==> config.mk <==
export PLATFORM = sky130hd
export DESIGN_NAME = multicycle_fsm
export DESIGN_NICKNAME = d
export VERILOG_FILES = /design/src/rtl/multicycle_fsm.sv
export SDC_FILE = /design/constraint.sdc
export NUM_CORES = 1
export LEC_CHECK = 0
export CAP_MARGIN = 10
export CORE_ASPECT_RATIO = 1.2
export CORE_UTILIZATION = 30
export CTS_CLUSTER_SIZE = 20
export DETAILED_ROUTE_END_ITERATION = 8
export PLACE_DENSITY = 0.75
export SLEW_MARGIN = 25
export SYNTH_ARGS = -nofsm -noshare
export SYNTH_HDL_FRONTEND = slang
export SYNTH_SLANG_ARGS = --single-unit
==> constraint.sdc <==
create_clock -name clk -period 2.2 [get_ports clk]
set_clock_uncertainty 0.05 [all_clocks]
set_input_delay 0.44 -clock clk [delete_from_list [all_inputs] [get_ports clk]]
set_output_delay 0.44 -clock clk [all_outputs]
set_load 0.05 [all_outputs]
==> src/rtl/multicycle_fsm.sv <==
// rtl/multicycle_fsm.sv - multicycle RV32I-subset control FSM (lw/sw/R/I/beq/jal)
// Optional mul/div wait states are enabled by defining MULDIV_WAIT_EN.
module multicycle_fsm #(
  parameter int MULDIV_CYCLES = 4
) (
  input  logic       clk,
  input  logic       reset,
  input  logic [6:0] op,
  input  logic [2:0] funct3,
  input  logic [6:0] funct7,
  input  logic       Zero,
  output logic       PCWrite,
  output logic       AdrSrc,
  output logic       MemWrite,
  output logic       IRWrite,
  output logic       RegWrite,
  output logic [1:0] ResultSrc,
  output logic [1:0] ALUSrcA,
  output logic [1:0] ALUSrcB,
  output logic [1:0] ImmSrc,
  output logic [3:0] ALUControl,
  output logic [3:0] state_o,
  output logic       Illegal
);

  typedef enum logic [3:0] {
    S_FETCH    = 4'd0,
    S_DECODE   = 4'd1,
    S_MEMADR   = 4'd2,
    S_MEMREAD  = 4'd3,
    S_MEMWB    = 4'd4,
    S_MEMWRITE = 4'd5,
    S_EXECR    = 4'd6,
    S_EXECI    = 4'd7,
    S_ALUWB    = 4'd8,
    S_BEQ      = 4'd9,
    S_JAL      = 4'd10,
    S_MDWAIT   = 4'd11,
    S_ILLEGAL  = 4'd12
  } state_t;

  localparam logic [6:0] OP_LW  = 7'b0000011;
  localparam logic [6:0] OP_SW  = 7'b0100011;
  localparam logic [6:0] OP_R   = 7'b0110011;
  localparam logic [6:0] OP_I   = 7'b0010011;
  localparam logic [6:0] OP_BEQ = 7'b1100011;
  localparam logic [6:0] OP_JAL = 7'b1101111;

  if (MULDIV_CYCLES < 2 || MULDIV_CYCLES > 16) begin : g_bad_cycles
    $error("MULDIV_CYCLES out of range 2..16");
  end

  state_t     state, next_state;
  logic [1:0] alu_op;
  logic       pc_update, branch;
  logic       ir_write_raw, reg_write_raw, mem_write_raw;
  logic       illegal_q;

`ifdef MULDIV_WAIT_EN
  localparam logic [3:0] MD_LOAD = 4'(MULDIV_CYCLES - 2);
  logic [3:0] md_count;
  logic       is_muldiv;

  assign is_muldiv = (funct7 == 7'b0000001 && funct3 == 3'b000) || (funct3 == 3'b100);

  always_ff @(posedge clk or posedge reset) begin
    if (reset)
      md_count <= 4'd0;
    else if (state == S_EXECR)
      md_count <= MD_LOAD;
    else if (state == S_MDWAIT && md_count != 4'd0)
      md_count <= md_count - 4'd1;
  end
`endif

  always_ff @(posedge clk or posedge reset) begin
    if (reset) begin
      state     <= S_FETCH;
      illegal_q <= 1'b0;
    end else begin
      state <= next_state;
      if (next_state == S_ILLEGAL)
        illegal_q <= 1'b1;
    end
  end

  always_comb begin
    next_state    = S_FETCH;
    alu_op        = 2'b00;
    pc_update     = 1'b0;
    branch        = 1'b0;
    ir_write_raw  = 1'b0;
    reg_write_raw = 1'b0;
    mem_write_raw = 1'b0;
    AdrSrc        = 1'b0;
    ResultSrc     = 2'b00;
    ALUSrcA       = 2'b00;
    ALUSrcB       = 2'b00;
    case (state)
      S_FETCH: begin
        ir_write_raw = 1'b1;
        ALUSrcB      = 2'b10;
        ResultSrc    = 2'b10;
        pc_update    = 1'b1;
        next_state   = S_DECODE;
      end
      S_DECODE: begin
        ALUSrcA = 2'b01;
        ALUSrcB = 2'b01;
        case (op)
          OP_LW, OP_SW: next_state = S_MEMADR;
          OP_R:         next_state = S_EXECR;
          OP_I:         next_state = S_EXECI;
          OP_BEQ:       next_state = S_BEQ;
          OP_JAL:       next_state = S_JAL;
          default:      next_state = S_ILLEGAL;
        endcase
      end
      S_MEMADR: begin
        ALUSrcA    = 2'b10;
        ALUSrcB    = 2'b01;
        next_state = (op == OP_LW) ? S_MEMREAD : S_MEMWRITE;
      end
      S_MEMREAD: begin
        AdrSrc     = 1'b1;
        next_state = S_MEMWB;
      end
      S_MEMWB: begin
        ResultSrc     = 2'b01;
        reg_write_raw = 1'b1;
      end
      S_MEMWRITE: begin
        AdrSrc        = 1'b1;
        mem_write_raw = 1'b1;
      end
      S_EXECR: begin
        ALUSrcA = 2'b10;
        alu_op  = 2'b10;
`ifdef MULDIV_WAIT_EN
        next_state = is_muldiv ? S_MDWAIT : S_ALUWB;
`else
        next_state = S_ALUWB;
`endif
      end
      S_MDWAIT: begin
        // Keeps EXECR's operand selects so a slow ALU sees stable inputs.
        ALUSrcA = 2'b10;
        alu_op  = 2'b10;
`ifdef MULDIV_WAIT_EN
        next_state = (md_count == 4'd0) ? S_ALUWB : S_MDWAIT;
`endif
      end
      S_EXECI: begin
        ALUSrcA    = 2'b10;
        ALUSrcB    = 2'b01;
        alu_op     = 2'b10;
        next_state = S_ALUWB;
      end
      S_ALUWB: reg_write_raw = 1'b1;
      S_BEQ: begin
        ALUSrcA = 2'b10;
        alu_op  = 2'b01;
        branch  = 1'b1;
      end
      S_JAL: begin
        ALUSrcA    = 2'b01;
        ALUSrcB    = 2'b10;
        pc_update  = 1'b1;
        next_state = S_ALUWB;
      end
      S_ILLEGAL: next_state = S_ILLEGAL;
      default:   next_state = S_FETCH;
    endcase
  end

  always_comb begin
    ALUControl = 4'b0000;
    case (alu_op)
      2'b01: ALUControl = 4'b0001;
      2'b10: begin
        case (funct3)
          3'b000: begin
            if (op == OP_R && funct7 == 7'b0000001)      ALUControl = 4'b1001;
            else if (op == OP_R && funct7 == 7'b0100000) ALUControl = 4'b0001;
            else                                         ALUControl = 4'b0000;
          end
          3'b010: ALUControl = 4'b0101;
          3'b110: ALUControl = 4'b0011;
          3'b111: ALUControl = 4'b0010;
          3'b100: ALUControl = 4'b0100;
          3'b101: ALUControl = (funct7 == 7'b0100000) ? 4'b0110 : 4'b0111;
          3'b001: ALUControl = 4'b1000;
          default: ALUControl = 4'b0000;
        endcase
      end
      default: ALUControl = 4'b0000;
    endcase
  end

  always_comb begin
    case (op)
      OP_SW:   ImmSrc = 2'b01;
      OP_BEQ:  ImmSrc = 2'b10;
      OP_JAL:  ImmSrc = 2'b11;
      default: ImmSrc = 2'b00;
    endcase
  end

  // Write strobes are gated by reset so an abort never commits a partial write.
  assign PCWrite  = (pc_update | (branch & Zero)) & ~reset;
  assign IRWrite  = ir_write_raw & ~reset;
  assign RegWrite = reg_write_raw & ~reset;
  assign MemWrite = mem_write_raw & ~reset;
  assign state_o  = state;
  assign Illegal  = illegal_q;

endmodule

Yosys cells after proc, flatten, opt, wreduce, memory -nomap -nowiden:

Index checks and enable logic that the tools add are counted.

* flip-flop bits (word level): 5
* bits of input ports: 20
* word-level logic and storage cells: 70

* equal/unequal tests: 29
* muxes and demuxes: 19
* bitwise logic cells: 7
* reduce and logical (&&, ||, !) cells: 13

Operator list (number)
* 4-bit one-hot mux with 7 select lines: 1
* 4-bit equality test, second input constant: 6
* 4-bit one-hot mux with 6 select lines: 1
* 7-bit by 6-bit equality test with 1-bit output, second input constant: 3
* 4-bit one-hot mux with 5 select lines: 1
* 4-bit by 3-bit equality test with 1-bit output, second input constant: 4
* 2-bit one-hot mux with 2 select lines: 4
* 7-bit equality test, second input constant: 2
* 3-bit equality test, second input constant: 4
* 2-bit OR reduction: 5
* 3-bit OR reduction: 3
* 4-bit by 2-bit equality test with 1-bit output, second input constant: 2
* 1-bit two-way mux: 8
* 4-bit one-hot mux with 2 select lines: 1
* 7-bit by 1-bit equality test with 1-bit output, second input constant: 1
* 7-bit by 2-bit equality test with 1-bit output, second input constant: 1
* 7-bit by 5-bit equality test with 1-bit output, second input constant: 1
* 2-bit one-hot mux with 3 select lines: 1
* 1-bit bitwise AND: 5
* 5-bit OR reduction: 1
* 4-bit by 1-bit equality test with 1-bit output, second input constant: 1
* 4-bit logical NOT: 1
* 4-bit two-way mux: 1
* 3-bit by 1-bit equality test with 1-bit output, second input constant: 1
* other kinds (8): 9

Depth between registers and ports, before layout:

* depth after elaboration: 6
* mapped depth: 9
* gate-level depth less buffers: 8

Least setup slack after synthesis:

OpenSTA, ideal clock, no wires.

* path kind: register to output
* start point: register state[2] (netlist: state_o[2])
* end point: output port RegWrite
* arrival: 3.517 ns
* data required time: 1.710 ns
* setup slack: -1.807 ns
* stages on the path, launching flop included: 4
* path buffers: 1
* path through: dfrtp_1 > buf_2 > nand2b_1 > a2111oi_0

* word-level cells in the longest chain between the ends: 4
* elaborated cells between the ends (all ways): 5

RTL lines
* start, declared: line 53 `state_t state, next_state;`
* start signal, assigned: line 81 `state <= next_state;`
* 4-bit equality test or 4-bit by 3-bit equality test with 1-bit output (tied branches): line 99 `case (state)`
* 2-bit OR reduction (no source line) *
* 1-bit two-way mux *: line 99
* 1-bit bitwise AND *: line 212 `assign RegWrite = reg_write_raw & ~reset;`
* end, declared: line 16 `output logic RegWrite,`

Every way passes the cells marked *; elsewhere a longest branch is shown, timed or not.

Worst setup path after layout:

* start point: register state[2] (netlist: state_o[2])
* end point: output port ALUControl[3]

* word-level cells in the longest chain between the ends: 5
* elaborated cells between the ends (all ways): 9

RTL lines
* 4-bit by 3-bit equality test with 1-bit output or 4-bit equality test (tied branches): line 99
* 3-bit OR reduction (no source line)
* 2-bit one-hot mux with 2 select lines *: line 99
* 2-bit equality test or 2-bit by 1-bit equality test with 1-bit output (tied branches): line 178 `case (alu_op)`
* 4-bit one-hot mux with 2 select lines *: line 178
* end, declared: line 21 `output logic [3:0] ALUControl,`

Marks and branches as above.

==> results.toml <==
[status]
status = "finished, violations left"
violations = "setup timing"

[power_and_ir_drop]
powerDensity_nw_per_um2 = 1010
ir_drop_uv = 1200
p_leak_uw = 0.000770

[setup_path]
cp.required_ns = 1.71
crit_path_end_kind = "output port"
startpoint_type = "register"
path_class = "reg -> out"
worstPathArrival_ns = 2.03
max_stage_delay_ns = 0.45
crit_top_cell = "nand2_2"
crit_fanout = 4
crit_chain = "nor2b_4 > nand2_2 > nand2_2 > and2_4 > inv_2 > ha_4 > nand2b_4 > nor4_4 > buf_12"
critical-path-slowest-cell = "dfrtp_2"

[grt]
grt_pass1_wl_um = 4480
grt_pass1_vias = 1108
grt_remaining_overflow = 0
grt_max_degree = 20
grt.total_usage_pct = 22.6
antenna_found_initial = 0

[place]
hpwl_um = 2260
portBuffers = 41
post-place-ws_ns = -0.515
globalplace.congestion = 0.826

[final_layout]
layout_common_cells = "buf_4, buf_12, nor2_1, clkdlybuf4s50_1, dlygate4sd2_1"
layout_commonest_cell = "buf_4"
drive_gt1_share_pct = 53.3
num_antenna_cells = 0
fin_nets = 203
n_fill_cell = 150
area_growth_pct = 139

[sta]
fin_hold_ws_ns = 0.428
setup_viol = 4
setup_tns_ns = -0.948
slew_headroom_pct = 67.2
finalCriticalPeriod_ns = 2.52
final_hold_viol_count = 0
fin_crit_sh_pct = 115
fmax_mhz = 397
worst_pin_slew_ns = 0.490
setup_ws_ns = -0.321
slew_violations = 0
rsz0062_at_grt = "true"

[floorplanning]
die_h_um = 57.0
core_area_um2 = 2330
dieArea_um2 = 2730
rows = 19
fp.dieW_um = 47.9
io_pins = 42
initial_core_util_pct = 32.5

[route]
wl_um = 3170
num_vias = 1120
ant_nets = 0
vias_per_cell = 5.31
dr.pass1.iters = 4
wire_per_inst_um = 15.0
drc = 0
drt_first_iter_violations = 31

[clock_network]
cts_tree = "built"
cts_buffer_depth = 2
clk-insertion-delay-late_ns = 0.26
cts_num_sinks = 5
htreeDepth = 1
numCtsBuffers = 3
cts_hold_buffers = 0
clk_pin_slew_ns = 0.04
cts_root_buf = "clkbuf_4"

[synthesis]
yosys_warnings = 0
seq_area_frac_synth_pct = 16.5
syn-num-nets = 128
ys_top_cells_by_area = "dfrtp_1, nand2b_1, nor2_1"
synth_cell_types = 41
syn_inst = 106
synth_top_area_share_pct = 16.5
syn_avg_cell_area_um2 = 7.14
ys_seq_elements = 5
synth_largest_area_cell = "dfrtp_1"
netlist_area_um2 = 757

[flow_run]
maxCapViolCount = 0

[min_path]
hp-class = "reg -> reg"
==> routing by layer <==
layer  global-route usage, %  up-vias  share of wire, %
li1                        -      534                 -
met1                    22.9      539                37
met2                    41.7       43                57
met3                    4.11        4               4.3
met4                    9.92        0               1.2
met5                       0        -                 0
==> power breakdown <==
| group | internal (µW) | total, µW | switching (µW) | leakage [µW] |
|---|---|---|---|---|
| clock | 68.9 | 112 | 43.1 | 0.0000150 |
| sequential | 121 | 163 | 42.1 | 0.0000554 |
| combinational | 713 | 1550 | 834 | 0.000700 |
==> Yosys cell counts, drive strengths merged <==
| master | instances |
|---|---|
| nor2 | 13 |
| nand2b | 10 |
| nand2 | 8 |
| a21oi | 7 |
| inv | 7 |
| o21ai | 6 |
| dfrtp | 5 |
| nor3 | 5 |
| nor4 | 4 |
| a31oi | 3 |
| clkbuf | 3 |
| xnor2 | 3 |
| and3b | 2 |
| and4bb | 2 |
| buf | 2 |
| ha | 2 |
| nand3b | 2 |
| nor2b | 2 |
| or2 | 2 |
| a2111oi | 1 |
| a221oi | 1 |
| a311oi | 1 |
| a31o | 1 |
| and2 | 1 |
| and2b | 1 |
| and3 | 1 |
| mux2i | 1 |
| nand3 | 1 |
| nor3b | 1 |
| o211a | 1 |
| o21a | 1 |
| o221ai | 1 |
| o22ai | 1 |
| o31ai | 1 |
| o41ai | 1 |
| or4 | 1 |
| xor2 | 1 |
==> per-stage QoR <==
stage / total power, µW / util [%] / cells / area (µm²)
2_1_floorplan: 945 / - / 106 / 877
3_3_place_gp: 1560 / 71.3 / 203 / 1660
3_5_place_dp: 1600 / 71.3 / 203 / 1660
4_1_cts: 1740 / 75.5 / 209 / 1760
5_1_grt: 1910 / 77.7 / 211 / 1810
6_report: 1820 / 77.7 / 211 / 1810
==> cell families (layout without fill, tap and decap cells) <==
group / Yosys count / count (layout) / share of synthesized area, %
simple gates: 56 / 56 / 44.1
fa+ha+maj: 2 / 2 / 3.31
buf+inv: 12 / 86 / 6.28
flops: 5 / 5 / 16.5
xor+xnor: 4 / 4 / 4.63
mux: 1 / 1 / 1.32
compound gates: 26 / 26 / 23.8
==> flip-flops by register name, indices dropped and copies added (netlist names) <==
| register | flops |
|---|---|
| state_o | 4 |
| Illegal | 1 |
==> timing repair <==
item / in CTS / in global routing
pin swaps: 9 / 3
buffers inserted: 3 / 2
endpoints found under the setup margin: 7 / 6
resized for setup: 26 / 4
==> final cells by class <==
cell class | instances | area (µm²) | share of cell area, %
well taps | 31 | 38.8 | 2.14
multi-input cells | 89 | 757 | 41.8
repair buffers | 75 | 831 | 45.9
inverters | 7 | 26.3 | 1.45
clock buffers | 4 | 26.3 | 1.45
flip-flops and latches | 5 | 130 | 7.19
==> final timing paths <==
kind	startpoint	endpoint	slack (ns)	cells after the start
min reg2reg	Illegal	Illegal	0.43	1
min in group asynchronous	reset	state_o[1]	0.62	2
min	Illegal	Illegal	0.43	1
max reg2reg	state_o[0]	Illegal	0.43	6
max	state_o[2]	ALUControl[3]	-0.32	9
max in group asynchronous	reset	state_o[2]	1.28	2
==> worst max-delay path: cells and delay by family (launching register included) <==
| family | cells | cell delay [ns] |
|---|---|---|
| AND/OR/NAND/NOR | 6 | 0.90 |
| flip-flops | 1 | 0.45 |
| buffers and inverters | 2 | 0.22 |
| adder cells (fa/ha/maj) | 1 | 0.20 |
Note: power is estimated with default switching activity, not from simulation.
